==> config.mk <==
export PLATFORM = sky130hd
export DESIGN_NAME = spi_slave_rx
export DESIGN_NICKNAME = d
export VERILOG_FILES = /design/src/rtl/spi_slave_rx.sv
export SDC_FILE = /design/constraint.sdc
export NUM_CORES = 1
export LEC_CHECK = 0
export ABC_CLOCK_PERIOD_IN_PS = 4300
export BUFFER_PORTS_ARGS = -buffer_cell sky130_fd_sc_hd__buf_2
export CELL_PAD_IN_SITES_DETAIL_PLACEMENT = 0
export CELL_PAD_IN_SITES_GLOBAL_PLACEMENT = 1
export CORE_MARGIN = 2
export CORE_UTILIZATION = 43
export CTS_CLUSTER_DIAMETER = 120
export DETAILED_ROUTE_END_ITERATION = 12
export PLACE_DENSITY_LB_ADDON = 0.3
export SETUP_SLACK_MARGIN = 0.15
export SYNTH_ARGS = -nofsm -noshare
export SYNTH_HDL_FRONTEND = slang
export SYNTH_SLANG_ARGS = --single-unit
==> constraint.sdc <==
create_clock -name clk -period 4.3 [get_ports clk]
set_input_delay 0 -clock clk [delete_from_list [all_inputs] [get_ports clk]]
set_output_delay 0 -clock clk [all_outputs]
set_load 0.1 [all_outputs]
==> src/rtl/spi_slave_rx.sv <==
// spi_slave_rx
// SPI receive endpoint for a write-only master link (cs active-low, MSB
// first, master drives mosi on the sclk rising edge, slave samples on the
// falling edge). sclk, cs and mosi are oversampled in the clk domain, one
// DATA_W-bit frame is shifted in per cs-low window, and the finished word is
// held in dout with a valid/ack handshake.
//
// Optional feature macro: SPI_SLAVE_RX_FRAME_ERR_EN
//   defined   : frame_err pulses for one clk on a short frame (cs released
//               before DATA_W bits) and on every extra sclk fall after the
//               DATA_W-th bit while cs stays low.
//   undefined : frame_err is tied low; frame handling is otherwise identical.
//
// Ports:
//   clk        in   system clock, at least 2x sclk, each sclk phase >= 1 clk
//   rst        in   asynchronous active-high reset
//   sclk       in   serial clock from master (may free-run while cs is high)
//   cs         in   chip select, active-low
//   mosi       in   serial data, MSB first
//   rd_ack     in   consumer acknowledge, clears dout_valid
//   dout       out  last received word
//   dout_valid out  dout holds an unacknowledged word
//   overrun    out  sticky: a word was overwritten before being acknowledged
//   frame_err  out  one-clk pulse on a malformed frame (see macro above)

module spi_slave_rx #(
    parameter int DATA_W      = 12,
    parameter int SYNC_STAGES = 2
) (
    input  logic              clk,
    input  logic              rst,
    input  logic              sclk,
    input  logic              cs,
    input  logic              mosi,
    input  logic              rd_ack,
    output logic [DATA_W-1:0] dout,
    output logic              dout_valid,
    output logic              overrun,
    output logic              frame_err
);

    localparam int CNT_W = $clog2(DATA_W + 1);

    typedef enum logic [1:0] {
        IDLE,
        RECV,
        CMPL,
        WAIT_CS
    } state_t;

    state_t state, state_nxt;

    logic [SYNC_STAGES-1:0] sclk_sync;
    logic [SYNC_STAGES-1:0] cs_sync;
    logic [SYNC_STAGES-1:0] mosi_sync;
    logic                   sclk_s;
    logic                   cs_s;
    logic                   mosi_s;
    logic                   sclk_prev;
    logic                   cs_prev;
    logic                   fall;
    logic                   cs_rise;

    logic [CNT_W-1:0]       bit_cnt;
    logic [DATA_W-1:0]      shift;

    logic                   start;
    logic                   shift_en;
    logic                   load;
`ifdef SPI_SLAVE_RX_FRAME_ERR_EN
    logic                   err_set;
`endif

    // Synchronizer stage: identical depth on all three pins keeps the
    // mosi/sclk/cs alignment seen by the master.
    always_ff @(posedge clk or posedge rst) begin
        if (rst) begin
            sclk_sync <= '0;
            cs_sync   <= '1;
            mosi_sync <= '0;
            sclk_prev <= 1'b0;
            cs_prev   <= 1'b1;
        end else begin
            sclk_sync <= {sclk_sync[SYNC_STAGES-2:0], sclk};
            cs_sync   <= {cs_sync[SYNC_STAGES-2:0], cs};
            mosi_sync <= {mosi_sync[SYNC_STAGES-2:0], mosi};
            sclk_prev <= sclk_s;
            cs_prev   <= cs_s;
        end
    end

    assign sclk_s  = sclk_sync[SYNC_STAGES-1];
    assign cs_s    = cs_sync[SYNC_STAGES-1];
    assign mosi_s  = mosi_sync[SYNC_STAGES-1];
    assign fall    = sclk_prev & ~sclk_s;
    assign cs_rise = ~cs_prev & cs_s;

    // Frame state register.
    always_ff @(posedge clk or posedge rst) begin
        if (rst) begin
            state <= IDLE;
        end else begin
            state <= state_nxt;
        end
    end

    always_comb begin
        state_nxt = state;
        start     = 1'b0;
        shift_en  = 1'b0;
        load      = 1'b0;
`ifdef SPI_SLAVE_RX_FRAME_ERR_EN
        err_set   = 1'b0;
`endif
        case (state)
            IDLE: begin
                // Level test rather than edge test so a cs that drops in the
                // same cycle we leave WAIT_CS still starts a frame.
                if (!cs_s) begin
                    start     = 1'b1;
                    state_nxt = RECV;
                end
            end
            RECV: begin
                if (cs_rise) begin
                    state_nxt = IDLE;
`ifdef SPI_SLAVE_RX_FRAME_ERR_EN
                    err_set   = 1'b1;
`endif
                end else if (fall) begin
                    shift_en = 1'b1;
                    if (bit_cnt == CNT_W'(DATA_W - 1)) begin
                        state_nxt = CMPL;
                    end
                end
            end
            CMPL: begin
                load      = 1'b1;
                state_nxt = WAIT_CS;
            end
            WAIT_CS: begin
                // Leave on cs high (level) so a cs release that lands in the
                // CMPL cycle is not lost.
                if (cs_s) begin
                    state_nxt = IDLE;
                end else if (fall) begin
`ifdef SPI_SLAVE_RX_FRAME_ERR_EN
                    err_set = 1'b1;
`endif
                end
            end
            default: state_nxt = IDLE;
        endcase
    end

    // Shift stage: capture mosi on each synced sclk fall.
    always_ff @(posedge clk or posedge rst) begin
        if (rst) begin
            bit_cnt <= '0;
            shift   <= '0;
        end else if (start) begin
            bit_cnt <= '0;
            shift   <= '0;
        end else if (shift_en) begin
            shift   <= {shift[DATA_W-2:0], mosi_s};
            bit_cnt <= bit_cnt + CNT_W'(1);
        end
    end

    // Holding stage: a completing word takes priority over an ack in the
    // same cycle, so the new word stays valid.
    always_ff @(posedge clk or posedge rst) begin
        if (rst) begin
            dout       <= '0;
            dout_valid <= 1'b0;
            overrun    <= 1'b0;
        end else if (load) begin
            dout       <= shift;
            dout_valid <= 1'b1;
            if (dout_valid) begin
                overrun <= ~rd_ack;
            end
        end else if (rd_ack && dout_valid) begin
            dout_valid <= 1'b0;
            overrun    <= 1'b0;
        end
    end

`ifdef SPI_SLAVE_RX_FRAME_ERR_EN
    always_ff @(posedge clk or posedge rst) begin
        if (rst) begin
            frame_err <= 1'b0;
        end else begin
            frame_err <= err_set;
        end
    end
`else
    assign frame_err = 1'b0;
`endif

endmodule

After elaboration in Yosys (flattened, before gate mapping)
Cells that the tools add are included.
W data, S select, Z words.

operators by class
  add/subtract/negate cells = 1
  eq/ne operators = 9
  mux-type cells = 20
  bitwise gates (word level) = 5
  reductions and logical operators = 6

operator list
  kind                   count
  $mux W12               2
  $mux W1                10
  $mux W2                5
  $mux W4                2
  $pmux W2 S4            1
  $ne A2 B2 Y1 const B   3
  $ne A3 B3 Y1 const B   2
  $add A4 B1 Y4 const B  1
  $eq A2 B2 Y1 const B   2
  $eq A4 B4 Y1 const B   1
  $reduce_and A4 Y1      1
  $reduce_bool A2 Y1     2
  $not A1 Y1             3
  $and A1 B1 Y1          2
  $eq A2 B1 Y1 const B   1
  $logic_not A2 Y1       1
  $reduce_and A2 Y1      1
  $logic_and A1 B1 Y1    1

storage, ports and cells
  register bits after elaboration = 40
  input port bits = 6
  output and inout port bits = 15
  word-level logic and storage cells = 52

Logic depth before layout (Yosys ltp)
  word-level depth = 7
  depth in mapped cells = 5
  depth with buffers taken out = 4

Least setup slack after synthesis
OpenSTA, ideal clock, no wires.

  path kind = register to register
  from = reg dout_valid
  to = reg overrun
  setup time = 0.084 ns
  arrival time = 1.293 ns
  data required time = 4.216 ns
  setup slack = 2.922 ns
  cell stages (with the launch flop) = 4
  buffers on the path = 0
  period minus slack after synthesis = 1.378 ns
  cells stage by stage = dfrtp_1 > inv_1 > nor2_1 > a2bb2oi_1

on the way
  longest elaborated chain between the ends = 3
  elaborated cells on any way between the ends = 4
  classes of those cells = eq/ne (1); reduce/logical (3)

RTL lines
  item                                  line  RTL
  start, declared                       37    output logic dout_valid,
  start signal, assigned                175   dout_valid <= 1'b0;
  start signal, assigned                179   dout_valid <= 1'b1;
  start signal, assigned                184   dout_valid <= 1'b0;
  $logic_and A1 B1 Y1                   183   end else if (rd_ack && dout_valid) begin
  $reduce_bool A2 Y1 (no source line)   --
  $reduce_and A2 Y1 (no source line) *  --
  end signal, assigned                  181   overrun <= ~rd_ack;
  end, declared                         38    output logic overrun,

Mark *: on every way between the ends. The rest lies on a longest branch, timed or not.
A chain may end at the register's enable or synchronous reset.

==> impl.org <==
** Synthesis
- Synth area leader :: dfrtp_1
- Mapped Avg Cell Area :: 12.2 um2
- Among all flip-flop cells after synthesis, the most frequent one is dfrtp_1.
- Among all cell types in the netlist, the one instantiated most often is dfrtp_1.
- The number of nets handed over by synthesis was 143.
- The mapped netlist covers ~1700 um2.
- The netlist uses 28 different library cells.
- In the post-synthesis netlist, the biggest area contributors are dfrtp_1, mux2_2, o31ai_1, nand4_1, dfstp_2.
- For this run, the number of Yosys warnings is 0.
- After synthesis the netlist holds a flip-flop and latch count of 40.
- After synthesis, flip-flops and latches occupy 60.5% of the total area.
- After synthesis, the share of flip-flops with an asynchronous set or reset is 100%.
- In this run, synthesis inferred 0 flip-flops with an integrated enable.
- Synthesis produced about 140 cells.
- By count the netlist is led by dfrtp_1, a21oi_1, nand4_1, o31ai_1, mux2_2.
- Synth top area share :: ~56%

** Critical path
- The endpoint identified for the worst register-to-register timing path is dout[1].
- At the worst endpoint, the arrival time is 2.07 ns.
- Worst setup EP type :: flip-flop
- Flop2flop setup slack :: 2.41 ns
- Data on the critical path is required at its endpoint by 4.48 ns.
- Startpoint type of the worst setup path :: flip-flop
- The setup path with the least slack is of type flip-flop to flip-flop.
- For the worst flop-to-flop path, the logic depth is 2.
- In this run the worst path has a maximum fanout of 22.

** Floorplan
- Standard-cell row count :: 22
- Chip Height :: 66.2 um
- The die covers 4380 um2.
- For this design the top-level I/O count stands at 21.
- After floorplanning, the core was sized to cover 3690 um2.
- The initial utilization of the core area, before any placement, comes to between 40 and 50%.
- The floorplan step set the die width to 66.2 um.

** Clock tree
- Total of hold buffers inserted after clock tree synthesis :: 5
- In this run, CTS created clock tree buffers numbering 5.
- After clock tree synthesis, the clock-pin slew on the worst setup and hold paths is 0.07 ns.
- Count of clock tree sinks :: 40
- Cell at the root of the clock tree :: clkbuf_8
- Latest clock arrival within the worst-skew pair :: slightly below 0.3 ns
- Counting along the longest clock path gives a buffer depth of 2.
- Resized Gates After CTS :: 0
- Buffers added to address setup during post-CTS repair amount to 0.
- Clock tree from TritonCTS :: built
- H-tree depth :: 2

** STA
- The worst pin sits at a relative slew slack of 28.7%.
- Clk_skew :: 0.00251 ns
- Tcrit/Tclk final :: 44.1%
- At the pin with the least slew margin, the transition time is 1.07 ns.
- Setup repair after global routing left no endpoint under its margin.
- Maximum clock rate :: 0.528 GHz
- Summed over all failing endpoints, the final setup total negative slack is 0 ns.
- The worst path needs 1.89 ns of the cycle, external delays included.
- The tightest hold path in the finished design has a slack of 0.342 ns.
- The hold violation count in the final report came to 0.
- Setup violations remaining at the end of the flow were counted as 0.
- Number of pins with negative max-slew slack in the final report :: 0

** Drt
- The first TritonRoute pass finished after 4 iterations.
- In this run the remaining antenna-violating nets after routing total 0.
- Via density per instance :: about 5.5
- Detailed Route Iter0 Violations :: 50
- For this run, design rule violations remaining after detail routing come to 0.
- The final layout contains routed wiring with a total length of 3.00 mm.
- For this block, the via count after detailed routing is roughly 1100.
- Wire per inst :: between 10 and 15 um

** Flow run
- Max-cap violations in this run came to 0.

** Global routing
- Initial antenna violation count :: 0
- For this run the aggregate overflow at the end of global routing stands at 0.
- Pin count of the biggest net entering global routing :: 41
- The number of global-route vias before repair came to 1126.
- GR Util All Layers :: 16.0%
- Global-route wire length before repair :: 5.18 mm

** Layout
- Compared with the post-synthesis result, the final layout area differs by 15.0%.
- Final antenna diode count :: 0
- Number of filler cells placed in the layout :: 339
- Number of cells in the finished layout apart from fillers :: 205
- Share of cells above drive strength 1 :: roughly 29%
- Number of nets in the final layout :: 163

** Hold path
- The worst hold path terminates at mosi_sync[0].
- Hold Crit Depth :: 2
- Startpoint of the lowest-slack hold path :: mosi
- Classification of the worst-slack hold path :: input port to flip-flop

** Outcome
- The flow ran to the end, and the final reports show no timing, DRC or antenna violations.

** Power and ir drop
- Power spread over the standard cell area amounts to 363 nW/um2.
- Across the VDD grid, the largest voltage drop is 0.224 mV.
- Summed over all cells, the static leakage comes to 0.917 nW.

** Placement
- Port buffer count :: 19
- Counting tap cells, the placed design contains a total of 192 instances.
- Once detailed placement completed, the half-perimeter wirelength came to 1.90 mm.
- The congestion estimate from routability-driven global placement came to 0.711.
[state kept, by name (all words and copies together), names as in the netlist, named ones only]
signal and flops:
shift 12, dout_valid 1, dout 12, cs_prev 1, sclk_prev 1, state 1
mosi_sync 2, bit_cnt 4, sclk_sync 2, overrun 1, cs_sync 2
[layout by cell type, fill, tap and decap left out]
cell	synthesis	layout
nand3b_4	1	1
nand2_1	3	3
nand3_1	1	1
nor2_1	1	1
dfstp_2	3	3
nand2b_1	4	4
dfrtp_1	37	37
buf_4	2	2
mux2_2	12	12
o221ai_1	1	1
dlygate4sd3_1	0	5
o31ai_1	14	14
or4_1	1	1
conb_1	1	1
buf_2	6	19
a2bb2oi_1	1	1
mux2i_1	2	2
nor3_1	2	2
ha_1	1	1
nand4_1	14	14
and3b_1	1	1
nor4_1	2	2
clkinv_2	0	2
o21ai_0	1	1
nor2b_1	2	2
clkbuf_8	0	6
inv_1	3	3
a21oi_1	14	14
o22a_1	1	1
[stage by stage]
stage,total power (W),utilization (%),cell area [um2],worst slack (ns)
finish,0.000694,51.8,1910,2.41
CTS,0.000703,51.8,1910,2.40
floorplan,0.000434,-,1660,2.92
global route,0.000727,51.8,1910,2.31
global placement,0.000442,47.9,1770,2.48
detailed placement,0.000445,47.9,1770,2.42
[worst max path at each step]
stage	endpoint	slack (ns)	depth (start not counted)
after floorplan	overrun	2.92	3
after global placement	bit_cnt[3]	2.48	3
after detailed placement	dout[1]	2.42	2
after CTS	dout[1]	2.40	2
after global routing	shift[5]	2.31	3
final	dout[1]	2.41	2
[layout make-up]
cell class | instances | area, um2 | share of cell area (%)
Sequential cell | 40 | 1000 | 52.6
Multi-Input combinational cell | 80 | 582 | 30.5
Tap cell | 48 | 60.1 | 3.14
Clock inverter | 2 | 10.0 | 0.524
Timing Repair Buffer | 26 | 160 | 8.38
Inverter | 3 | 11.3 | 0.589
Clock buffer | 6 | 82.6 | 4.32
[worst max-delay path: stages (launching register included)]
cell	delay [ns]
dfrtp_1	0.77
nand2b_1	0.56
mux2_2	0.44
[routing by layer]
layer | wire (um) | global-route usage, % | vias to the layer above
met4 | 53 | 7.65 | 0
met1 | 1390 | 19.0 | 562
met3 | 148 | 5.11 | 6
met5 | 0 | 0 | -
met2 | 1400 | 26.0 | 26
li1 | - | - | 539
[report_power, final]
group          total [W]  switching [W]  internal, W  leakage [nW]
Clock           0.000253       0.000125     0.000128        0.0510
Combinational  0.0000433      0.0000282    0.0000150         0.335
Sequential      0.000397     0.00000930     0.000388         0.531
[kinds of logic after synthesis]
| family | count (synthesis) | share of synthesized area [%] |
|---|---|---|
| compound gates | 32 | 12.4 |
| fa+ha+maj | 1 | 0.753 |
| buf+inv | 16 | 4.52 |
| flops | 40 | 60.5 |
| mux | 14 | 9.34 |
| other cells | 1 | 0.226 |
| simple gates | 32 | 12.3 |
No activity file was read; power rests on OpenSTA's default activity.
